<file path="src/rtl/elbeth_memory_arbiter_if.sv">
// ---------------------------------------------------------------------------
// elbeth_memory_arbiter_if
// Bundles the instruction-fetch port, the data-access port and the single
// shared memory port handled by elbeth_memory_arbiter.
//   imem_*  : fetch request (req/addr in, rdata/ready/fault/misaligned out)
//   dmem_*  : data request (req/addr/wdata/rw in, rdata/ready/fault/misaligned out)
//   mem_*   : memory port (enable/addr/wdata/rw out, rdata/ready/error in)
// Modports:
//   slave   : the arbiter's view
//   master  : the environment's view (core requesters plus memory)
// ---------------------------------------------------------------------------
interface elbeth_memory_arbiter_if #(
    parameter int ADDR_BITS = 8
);
    logic                 imem_req;
    logic [31:0]          imem_addr;
    logic [31:0]          imem_rdata;
    logic                 imem_ready;
    logic                 imem_fault;
    logic                 imem_misaligned;

    logic                 dmem_req;
    logic [31:0]          dmem_addr;
    logic [31:0]          dmem_wdata;
    logic [3:0]           dmem_rw;
    logic [31:0]          dmem_rdata;
    logic                 dmem_ready;
    logic                 dmem_fault;
    logic                 dmem_misaligned;

    logic                 mem_enable;
    logic [ADDR_BITS-1:0] mem_addr;
    logic [31:0]          mem_wdata;
    logic [3:0]           mem_rw;
    logic [31:0]          mem_rdata;
    logic                 mem_ready;
    logic                 mem_error;

    modport slave (
        input  imem_req, imem_addr,
        output imem_rdata, imem_ready, imem_fault, imem_misaligned,
        input  dmem_req, dmem_addr, dmem_wdata, dmem_rw,
        output dmem_rdata, dmem_ready, dmem_fault, dmem_misaligned,
        output mem_enable, mem_addr, mem_wdata, mem_rw,
        input  mem_rdata, mem_ready, mem_error
    );

    modport master (
        output imem_req, imem_addr,
        input  imem_rdata, imem_ready, imem_fault, imem_misaligned,
        output dmem_req, dmem_addr, dmem_wdata, dmem_rw,
        input  dmem_rdata, dmem_ready, dmem_fault, dmem_misaligned,
        input  mem_enable, mem_addr, mem_wdata, mem_rw,
        output mem_rdata, mem_ready, mem_error
    );
endinterface

</file>
<file path="src/rtl/elbeth_memory_arbiter.sv">
// ---------------------------------------------------------------------------
// elbeth_memory_arbiter
// Shares one single-port word memory between the instruction-fetch and the
// data-access requesters. Requests are checked for alignment and range,
// arbitrated with alternating priority, and sequenced through a multi-cycle
// memory access with a ready handshake and a busy timeout. Each requester
// gets a one-cycle registered ready pulse with read data and status flags.
// Ports:
//   clk    : system clock, rising edge
//   rst_n  : asynchronous active-low reset
//   bus    : elbeth_memory_arbiter_if.slave (imem_*, dmem_*, mem_* groups)
// ---------------------------------------------------------------------------
module elbeth_memory_arbiter #(
    parameter int ADDR_BITS = 8,
    parameter int TIMEOUT   = 16
) (
    input  logic                    clk,
    input  logic                    rst_n,
    elbeth_memory_arbiter_if.slave  bus
);
    typedef enum logic [1:0] {
        ST_IDLE = 2'd0,
        ST_BUSY = 2'd1,
        ST_DONE = 2'd2
    } state_e;

    localparam logic       GNT_I        = 1'b0;
    localparam logic       GNT_D        = 1'b1;
    localparam logic [7:0] TIMEOUT_LAST = 8'(TIMEOUT - 1);

    // True when the byte address lies above the memory's byte range.
    function automatic logic addr_out_of_range(input logic [31:0] addr);
        return (addr >> (ADDR_BITS + 2)) != 32'd0;
    endfunction

    state_e               state_q, state_d;
    logic                 last_grant_q, last_grant_d;
    logic                 grant_q, grant_d;
    logic [7:0]           cnt_q, cnt_d;
    logic                 mem_enable_q, mem_enable_d;
    logic [ADDR_BITS-1:0] mem_addr_q, mem_addr_d;
    logic [31:0]          mem_wdata_q, mem_wdata_d;
    logic [3:0]           mem_rw_q, mem_rw_d;
    logic [31:0]          imem_rdata_q, imem_rdata_d;
    logic                 imem_ready_q, imem_ready_d;
    logic                 imem_fault_q, imem_fault_d;
    logic                 imem_mis_q, imem_mis_d;
    logic [31:0]          dmem_rdata_q, dmem_rdata_d;
    logic                 dmem_ready_q, dmem_ready_d;
    logic                 dmem_fault_q, dmem_fault_d;
    logic                 dmem_mis_q, dmem_mis_d;

    logic                 sel_s;
    logic [31:0]          addr_s;
    logic                 resp_valid_s;
    logic                 resp_fault_s;
    logic                 resp_mis_s;
    logic [31:0]          resp_rdata_s;

    // Next-state, memory-port and response computation.
    always_comb begin
        state_d       = state_q;
        last_grant_d  = last_grant_q;
        grant_d       = grant_q;
        cnt_d         = cnt_q;
        mem_enable_d  = mem_enable_q;
        mem_addr_d    = mem_addr_q;
        mem_wdata_d   = mem_wdata_q;
        mem_rw_d      = mem_rw_q;
        imem_rdata_d  = imem_rdata_q;
        imem_ready_d  = 1'b0;
        imem_fault_d  = 1'b0;
        imem_mis_d    = 1'b0;
        dmem_rdata_d  = dmem_rdata_q;
        dmem_ready_d  = 1'b0;
        dmem_fault_d  = 1'b0;
        dmem_mis_d    = 1'b0;
        sel_s         = GNT_I;
        addr_s        = 32'd0;
        resp_valid_s  = 1'b0;
        resp_fault_s  = 1'b0;
        resp_mis_s    = 1'b0;
        resp_rdata_s  = 32'd0;

        case (state_q)
            ST_IDLE: begin
                if (bus.imem_req || bus.dmem_req) begin
                    // Data wins when alone, or when fetch was served last.
                    sel_s        = bus.dmem_req && (!bus.imem_req || (last_grant_q == GNT_I));
                    addr_s       = sel_s ? bus.dmem_addr : bus.imem_addr;
                    grant_d      = sel_s;
                    last_grant_d = sel_s;
                    if (addr_s[1:0] != 2'b00) begin
                        resp_valid_s = 1'b1;
                        resp_mis_s   = 1'b1;
                        state_d      = ST_DONE;
                    end else if (addr_out_of_range(addr_s)) begin
                        resp_valid_s = 1'b1;
                        resp_fault_s = 1'b1;
                        state_d      = ST_DONE;
                    end else begin
                        mem_addr_d   = addr_s[ADDR_BITS+1:2];
                        mem_wdata_d  = sel_s ? bus.dmem_wdata : 32'd0;
                        mem_rw_d     = sel_s ? bus.dmem_rw : 4'h0;
                        mem_enable_d = 1'b1;
                        cnt_d        = 8'd0;
                        state_d      = ST_BUSY;
                    end
                end else begin
                    state_d = ST_IDLE;
                end
            end
            ST_BUSY: begin
                if (bus.mem_error) begin
                    resp_valid_s = 1'b1;
                    resp_fault_s = 1'b1;
                end else if (bus.mem_ready) begin
                    resp_valid_s = 1'b1;
                    resp_rdata_s = (mem_rw_q == 4'h0) ? bus.mem_rdata : 32'd0;
                end else if (cnt_q == TIMEOUT_LAST) begin
                    resp_valid_s = 1'b1;
                    resp_fault_s = 1'b1;
                end else begin
                    cnt_d = cnt_q + 8'd1;
                end
                if (resp_valid_s) begin
                    mem_enable_d = 1'b0;
                    mem_rw_d     = 4'h0;
                    state_d      = ST_DONE;
                end else begin
                    state_d = ST_BUSY;
                end
            end
            ST_DONE: begin
                state_d = ST_IDLE;
            end
            default: begin
                state_d      = ST_IDLE;
                mem_enable_d = 1'b0;
                mem_rw_d     = 4'h0;
            end
        endcase

        // The response registers load on the edge entering DONE, so the
        // pulse is visible exactly during the DONE cycle.
        if (resp_valid_s) begin
            if (grant_d == GNT_D) begin
                dmem_ready_d = 1'b1;
                dmem_fault_d = resp_fault_s;
                dmem_mis_d   = resp_mis_s;
                dmem_rdata_d = resp_rdata_s;
            end else begin
                imem_ready_d = 1'b1;
                imem_fault_d = resp_fault_s;
                imem_mis_d   = resp_mis_s;
                imem_rdata_d = resp_rdata_s;
            end
        end else begin
            grant_d = grant_d;
        end
    end

    // State and registered-output update.
    always_ff @(posedge clk or negedge rst_n) begin
        if (!rst_n) begin
            state_q      <= ST_IDLE;
            last_grant_q <= GNT_D;
            grant_q      <= GNT_I;
            cnt_q        <= 8'd0;
            mem_enable_q <= 1'b0;
            mem_addr_q   <= '0;
            mem_wdata_q  <= 32'd0;
            mem_rw_q     <= 4'h0;
            imem_rdata_q <= 32'd0;
            imem_ready_q <= 1'b0;
            imem_fault_q <= 1'b0;
            imem_mis_q   <= 1'b0;
            dmem_rdata_q <= 32'd0;
            dmem_ready_q <= 1'b0;
            dmem_fault_q <= 1'b0;
            dmem_mis_q   <= 1'b0;
        end else begin
            state_q      <= state_d;
            last_grant_q <= last_grant_d;
            grant_q      <= grant_d;
            cnt_q        <= cnt_d;
            mem_enable_q <= mem_enable_d;
            mem_addr_q   <= mem_addr_d;
            mem_wdata_q  <= mem_wdata_d;
            mem_rw_q     <= mem_rw_d;
            imem_rdata_q <= imem_rdata_d;
            imem_ready_q <= imem_ready_d;
            imem_fault_q <= imem_fault_d;
            imem_mis_q   <= imem_mis_d;
            dmem_rdata_q <= dmem_rdata_d;
            dmem_ready_q <= dmem_ready_d;
            dmem_fault_q <= dmem_fault_d;
            dmem_mis_q   <= dmem_mis_d;
        end
    end

    assign bus.mem_enable      = mem_enable_q;
    assign bus.mem_addr        = mem_addr_q;
    assign bus.mem_wdata       = mem_wdata_q;
    assign bus.mem_rw          = mem_rw_q;
    assign bus.imem_rdata      = imem_rdata_q;
    assign bus.imem_ready      = imem_ready_q;
    assign bus.imem_fault      = imem_fault_q;
    assign bus.imem_misaligned = imem_mis_q;
    assign bus.dmem_rdata      = dmem_rdata_q;
    assign bus.dmem_ready      = dmem_ready_q;
    assign bus.dmem_fault      = dmem_fault_q;
    assign bus.dmem_misaligned = dmem_mis_q;

endmodule
</file>
<file path="src/flat_wrapper.sv">
// flat-port wrapper written by rule: the top's interface ports become plain ports
module elbeth_memory_arbiter_flat 
#(
    parameter int ADDR_BITS = 8,
    parameter int TIMEOUT   = 16
)
  (clk, rst_n, bus_imem_req, bus_imem_addr, bus_imem_rdata, bus_imem_ready, bus_imem_fault, bus_imem_misaligned, bus_dmem_req, bus_dmem_addr, bus_dmem_wdata, bus_dmem_rw, bus_dmem_rdata, bus_dmem_ready, bus_dmem_fault, bus_dmem_misaligned, bus_mem_enable, bus_mem_addr, bus_mem_wdata, bus_mem_rw, bus_mem_rdata, bus_mem_ready, bus_mem_error);
  elbeth_memory_arbiter_if #(.ADDR_BITS(ADDR_BITS)) bus_i ();
  input  logic clk;
  input  logic rst_n;
  input wire logic [$bits(bus_i.imem_req)-1:0] bus_imem_req;
  input wire logic [$bits(bus_i.imem_addr)-1:0] bus_imem_addr;
  output wire logic [$bits(bus_i.imem_rdata)-1:0] bus_imem_rdata;
  output wire logic [$bits(bus_i.imem_ready)-1:0] bus_imem_ready;
  output wire logic [$bits(bus_i.imem_fault)-1:0] bus_imem_fault;
  output wire logic [$bits(bus_i.imem_misaligned)-1:0] bus_imem_misaligned;
  input wire logic [$bits(bus_i.dmem_req)-1:0] bus_dmem_req;
  input wire logic [$bits(bus_i.dmem_addr)-1:0] bus_dmem_addr;
  input wire logic [$bits(bus_i.dmem_wdata)-1:0] bus_dmem_wdata;
  input wire logic [$bits(bus_i.dmem_rw)-1:0] bus_dmem_rw;
  output wire logic [$bits(bus_i.dmem_rdata)-1:0] bus_dmem_rdata;
  output wire logic [$bits(bus_i.dmem_ready)-1:0] bus_dmem_ready;
  output wire logic [$bits(bus_i.dmem_fault)-1:0] bus_dmem_fault;
  output wire logic [$bits(bus_i.dmem_misaligned)-1:0] bus_dmem_misaligned;
  output wire logic [$bits(bus_i.mem_enable)-1:0] bus_mem_enable;
  output wire logic [$bits(bus_i.mem_addr)-1:0] bus_mem_addr;
  output wire logic [$bits(bus_i.mem_wdata)-1:0] bus_mem_wdata;
  output wire logic [$bits(bus_i.mem_rw)-1:0] bus_mem_rw;
  input wire logic [$bits(bus_i.mem_rdata)-1:0] bus_mem_rdata;
  input wire logic [$bits(bus_i.mem_ready)-1:0] bus_mem_ready;
  input wire logic [$bits(bus_i.mem_error)-1:0] bus_mem_error;
  assign bus_i.imem_req = bus_imem_req;
  assign bus_i.imem_addr = bus_imem_addr;
  assign bus_imem_rdata = bus_i.imem_rdata;
  assign bus_imem_ready = bus_i.imem_ready;
  assign bus_imem_fault = bus_i.imem_fault;
  assign bus_imem_misaligned = bus_i.imem_misaligned;
  assign bus_i.dmem_req = bus_dmem_req;
  assign bus_i.dmem_addr = bus_dmem_addr;
  assign bus_i.dmem_wdata = bus_dmem_wdata;
  assign bus_i.dmem_rw = bus_dmem_rw;
  assign bus_dmem_rdata = bus_i.dmem_rdata;
  assign bus_dmem_ready = bus_i.dmem_ready;
  assign bus_dmem_fault = bus_i.dmem_fault;
  assign bus_dmem_misaligned = bus_i.dmem_misaligned;
  assign bus_mem_enable = bus_i.mem_enable;
  assign bus_mem_addr = bus_i.mem_addr;
  assign bus_mem_wdata = bus_i.mem_wdata;
  assign bus_mem_rw = bus_i.mem_rw;
  assign bus_i.mem_rdata = bus_mem_rdata;
  assign bus_i.mem_ready = bus_mem_ready;
  assign bus_i.mem_error = bus_mem_error;
  elbeth_memory_arbiter #(.ADDR_BITS(ADDR_BITS), .TIMEOUT(TIMEOUT)) u_core (.clk(clk), .rst_n(rst_n), .bus(bus_i));
endmodule
</file>
<file path="config.mk">
export PLATFORM = sky130hd
export DESIGN_NAME = elbeth_memory_arbiter_flat
export DESIGN_NICKNAME = d
export VERILOG_FILES = /design/src/rtl/elbeth_memory_arbiter_if.sv /design/src/rtl/elbeth_memory_arbiter.sv /design/src/flat_wrapper.sv
export SDC_FILE = /design/constraint.sdc
export NUM_CORES = 1
export LEC_CHECK = 0
export ABC_CLOCK_PERIOD_IN_PS = 2300
export CAP_MARGIN = 20
export CORE_UTILIZATION = 30
export DETAILED_ROUTE_END_ITERATION = 8
export HOLD_SLACK_MARGIN = 0.06
export PLACE_DENSITY_LB_ADDON = 0.1
export SLEW_MARGIN = 40
export SYNTH_ARGS = -nofsm -noshare
export SYNTH_HDL_FRONTEND = slang
export SYNTH_SLANG_ARGS = --single-unit
</file>
<file path="constraint.sdc">
create_clock -name clk -period 2.3 [get_ports clk]
set_input_delay 0.46 -clock clk [delete_from_list [all_inputs] [get_ports clk]]
set_output_delay 0.46 -clock clk [all_outputs]
set_load 0.03 [all_outputs]
</file>
==> results by group <==
Run status
  • Status: complete, no violations

Power and ir drop
  • Power Density: 693.3 nW/um^2
  • Total power of the final layout: 0.006386 W
  • VDD IR-drop max: 0.4622 mV
  • Leak: 4.100 nW

Timing
  • Unrepaired setup endpoints after global routing: false
  • Headroom to the max-slew limit: 0.6047
  • Fin crit period: 2.149 ns
  • Worst-margin pin slew: 0.5930 ns
  • Period utilization: 0.9342
  • Maximum clock frequency: 465.4 MHz
  • Hold violation total from the final report: 0
  • Final setup skew: 0.007805 ns
  • Final setup vio count: 0
  • Max-slew violation total from the final report: 0

Drt
  • Count of routing violations after the opening detailed-route iteration: 140
  • Detail Route Antenna Nets: 0
  • Iteration count of the initial detailed-routing pass: 4
  • Drt via density: 4.580
  • Remaining design rule violation count: 0
  • Count of vias placed by the detailed router: 4543
  • Final Routed Wirelength: 15750 um
  • Routed length per instance: 15.88 um

Placement
  • Routability congestion estimate: 0.7880
  • Port Buf Inserts: 252
  • HPWL Detailed: 11660 um
  • Count of placed standard cells including taps: 961

CTS
  • H-tree depth: 4
  • Count of hold-fix buffers inserted at cts: 0
  • Number of buffers created by CTS: 17
  • CTS tree: yes
  • Clock tree sinks: 127
  • Count of buffers added by post-CTS timing repair for setup: 0
  • Clock slew at reported path FFs: 0.06 ns
  • Clock latency at the later pin of the worst-skew pair: 0.40 ns
  • Deepest clock path buffer count: 2
  • Post-cts resize count: 0
  • CTS root buffer: sky130_fd_sc_hd__clkbuf_16

Run
  • Max-cap violations: 0

Hold path
  • Path class of the lowest-slack min-delay path: primary input to async pin

Worst setup path
  • Required time at the endpoint of the critical path: 2.65 ns
  • Sort of element at the end of the critical path: register
  • Sort of element at the start of the critical path: primary input
  • Critical Path AT: 2.49 ns
  • Cell with the biggest individual delay on the critical path: sky130_fd_sc_hd__or4_1
  • Worst path cell trace: clkdlybuf4s50_1 > inv_1 > or4_1 > nor4_4 > buf_12 > and2_1 > mux2_4
  • Largest stage delay, worst path: 0.63 ns
  • Critical path peak fanout: 32
  • Crit path kind: primary input to register

Synth
  • Async S/R FF share, synth: 1.000
  • Yosys top cell area share: 0.5528
  • Synth area leaders: sky130_fd_sc_hd__dfrtp_1 55%, sky130_fd_sc_hd__mux2_4 15%, sky130_fd_sc_hd__nand2_1 5.9%
  • Average footprint of a synthesized cell: 11.98 sq um
  • Synth unique cells: 39
  • Sequential-to-total area share from yosys stat: 0.5574
  • Most frequent cells after synthesis: 126 x sky130_fd_sc_hd__dfrtp_1, 90 x sky130_fd_sc_hd__nand2_1, 58 x sky130_fd_sc_hd__mux2_4
  • Syn Inst Count: 476
  • Netlist area before placement: 5704 sq um
  • Dominant cell type by area after synthesis: sky130_fd_sc_hd__dfrtp_1
  • EDFF count, synth: 0
  • Yosys Warn Count: 0
  • Most used standard cell by instance count after synthesis: sky130_fd_sc_hd__dfrtp_1
  • Synthesized net count: 615
  • Most used flip-flop cell after synthesis: sky130_fd_sc_hd__dfrtp_1
  • Count of state elements after synthesis: 127

Finish
  • Antenna fix cells: 0
  • Synthesis-to-finish area growth: 61.48%
  • Area of the multi-input gates: 2302 sq um
  • Nets: 885
  • Layout cells sized above 1: 0.1702
  • Post-layout instance count excluding filler cells: 992
  • Storage cell area: 3179 sq um
  • Number of fillers in the final layout: 1682

Floorplan
  • Starting density of the core: 0.3060
  • Placeable core area: 18640 sq um
  • DIE HEIGHT: 139.9 um
  • Cell row count: 50
  • Floorplan die area: 19570 sq um
  • Chip width: 139.9 um
  • I/O pin total: 253

Global route
  • Global-route congestion overflow total: 0
  • Initial antenna violation count: 0
  • Tot GR Track Use: 0.1695
  • Maximum number of pins on one net before global-route repair: 66
  • Via count of the first global-routing pass: 4816
  • Global-route wire length before repair: 25940 um
## cell type report
| type | instances | area share |
|---|---|---|
| inverter | 2 | 0.0008150 |
| timing repair buffer | 278 | 0.3070 |
| clock buffer | 18 | 0.04768 |
| multi-input combinational | 320 | 0.2499 |
| tap | 234 | 0.03178 |
| clock inverter | 13 | 0.01766 |
| sequential | 127 | 0.3452 |
## report_power, final
group	switching (W)	total [W]	internal (W)	leakage (nW)
combinational	0.000632	0.00132	0.000692	2.05
sequential	0.0000419	0.00234	0.00230	1.76
clock	0.000995	0.00272	0.00173	0.289
## metrics by stage
step / cell area (sq um) / hold WS (ns) / util / worst slack, ns / setup TNS [ns]
floorplan: 5704 / 0.1644 / - / 0.2079 / 0
global placement: 8603 / 0.4619 / 0.4615 / -0.2406 / -20.30
detailed placement: 8603 / 0.4693 / 0.4615 / -0.2790 / -21.50
CTS: 9205 / 0.06350 / 0.4938 / 0.07942 / 0
global route: 9211 / 0.06831 / 0.4941 / 0.001310 / 0
finish: 9211 / 0.03853 / 0.4941 / 0.1514 / 0
## critical path, delay by kind of cell
kind	cells	cell delay [ns]
mux	1	0.15
simple gates	3	1.05
buf+inv	3	0.83
## cells by family (layout without fill, tap and decap cells)
family	Yosys count	after routing	share of synthesized area
flops	127	127	0.5574
buf+inv	29	311	0.04387
compound gates	61	61	0.06602
xor+xnor	6	6	0.009212
simple gates	187	187	0.1544
fa+ha+maj	1	1	0.002193
mux	65	65	0.1669
## placed cells by master (no fill, tap or decap), types with 2 or more instances in the layout
| cell | Yosys | routed |
|---|---|---|
| sky130_fd_sc_hd__buf_4 | 0 | 18 |
| sky130_fd_sc_hd__nand3_1 | 5 | 4 |
| sky130_fd_sc_hd__o22ai_2 | 2 | 2 |
| sky130_fd_sc_hd__xor2_1 | 6 | 6 |
| sky130_fd_sc_hd__clkinv_2 | 0 | 3 |
| sky130_fd_sc_hd__bufinv_16 | 0 | 3 |
| sky130_fd_sc_hd__inv_6 | 0 | 2 |
| sky130_fd_sc_hd__clkinvlp_4 | 0 | 3 |
| sky130_fd_sc_hd__o21ai_1 | 30 | 29 |
| sky130_fd_sc_hd__a31oi_1 | 9 | 9 |
| sky130_fd_sc_hd__and2_4 | 2 | 2 |
| sky130_fd_sc_hd__nor4_1 | 10 | 10 |
| sky130_fd_sc_hd__nor3_1 | 2 | 2 |
| sky130_fd_sc_hd__dfrtp_1 | 126 | 126 |
| sky130_fd_sc_hd__and3_1 | 5 | 5 |
| sky130_fd_sc_hd__a22o_1 | 4 | 4 |
| sky130_fd_sc_hd__and2_1 | 32 | 32 |
| sky130_fd_sc_hd__inv_1 | 2 | 2 |
| sky130_fd_sc_hd__clkdlybuf4s50_1 | 0 | 251 |
| sky130_fd_sc_hd__nand4_1 | 7 | 7 |
| sky130_fd_sc_hd__nand2_1 | 90 | 90 |
| sky130_fd_sc_hd__mux2_4 | 58 | 58 |
| sky130_fd_sc_hd__clkinv_4 | 0 | 2 |
| sky130_fd_sc_hd__nor2_1 | 28 | 28 |
| sky130_fd_sc_hd__o21ai_0 | 9 | 9 |
| sky130_fd_sc_hd__buf_12 | 8 | 9 |
| sky130_fd_sc_hd__mux2_1 | 6 | 6 |
| sky130_fd_sc_hd__clkbuf_16 | 0 | 17 |
## final timing paths
path                                          start                        end  slack [ns]  cells past startpoint
setup / recovery                      bus_mem_ready  u_core.bus.dmem_rdata[29]        0.15                      7
hold / removal                                rst_n   u_core.bus.imem_rdata[8]        0.04                      1
setup reg to reg                    u_core.cnt_q[5]   u_core.bus.dmem_rdata[1]        0.15                      7
hold reg to reg            u_core.bus.mem_wdata[24]   u_core.bus.mem_wdata[24]        0.48                      2
max in group asynchronous                     rst_n        u_core.last_grant_q        1.53                      2
min in group clk           u_core.bus.mem_wdata[24]   u_core.bus.mem_wdata[24]        0.48                      2
## layer usage
metal | GRT usage | wire length, um | share of wire
met3 | 0.05162 | 979 | 0.062
met2 | 0.2821 | 7572 | 0.48
met5 | 0 | 0 | 0
met4 | 0.05495 | 205 | 0.013
met1 | 0.2094 | 6994 | 0.44
## registers in the layout, summed over array words and instances (netlist names)
register / count
u_core.bus.dmem_fault: 1
u_core.bus.dmem_misaligned: 1
u_core.bus.dmem_rdata: 32
u_core.bus.dmem_ready: 1
u_core.bus.imem_fault: 1
u_core.bus.imem_misaligned: 1
u_core.bus.imem_rdata: 32
u_core.bus.imem_ready: 1
u_core.bus.mem_addr: 8
u_core.bus.mem_enable: 1
u_core.bus.mem_rw: 4
u_core.bus.mem_wdata: 32
u_core.cnt_q: 8
u_core.grant_q: 1
u_core.last_grant_q: 1
u_core.state_q: 2
Note: power is estimated with default switching activity, not from simulation.
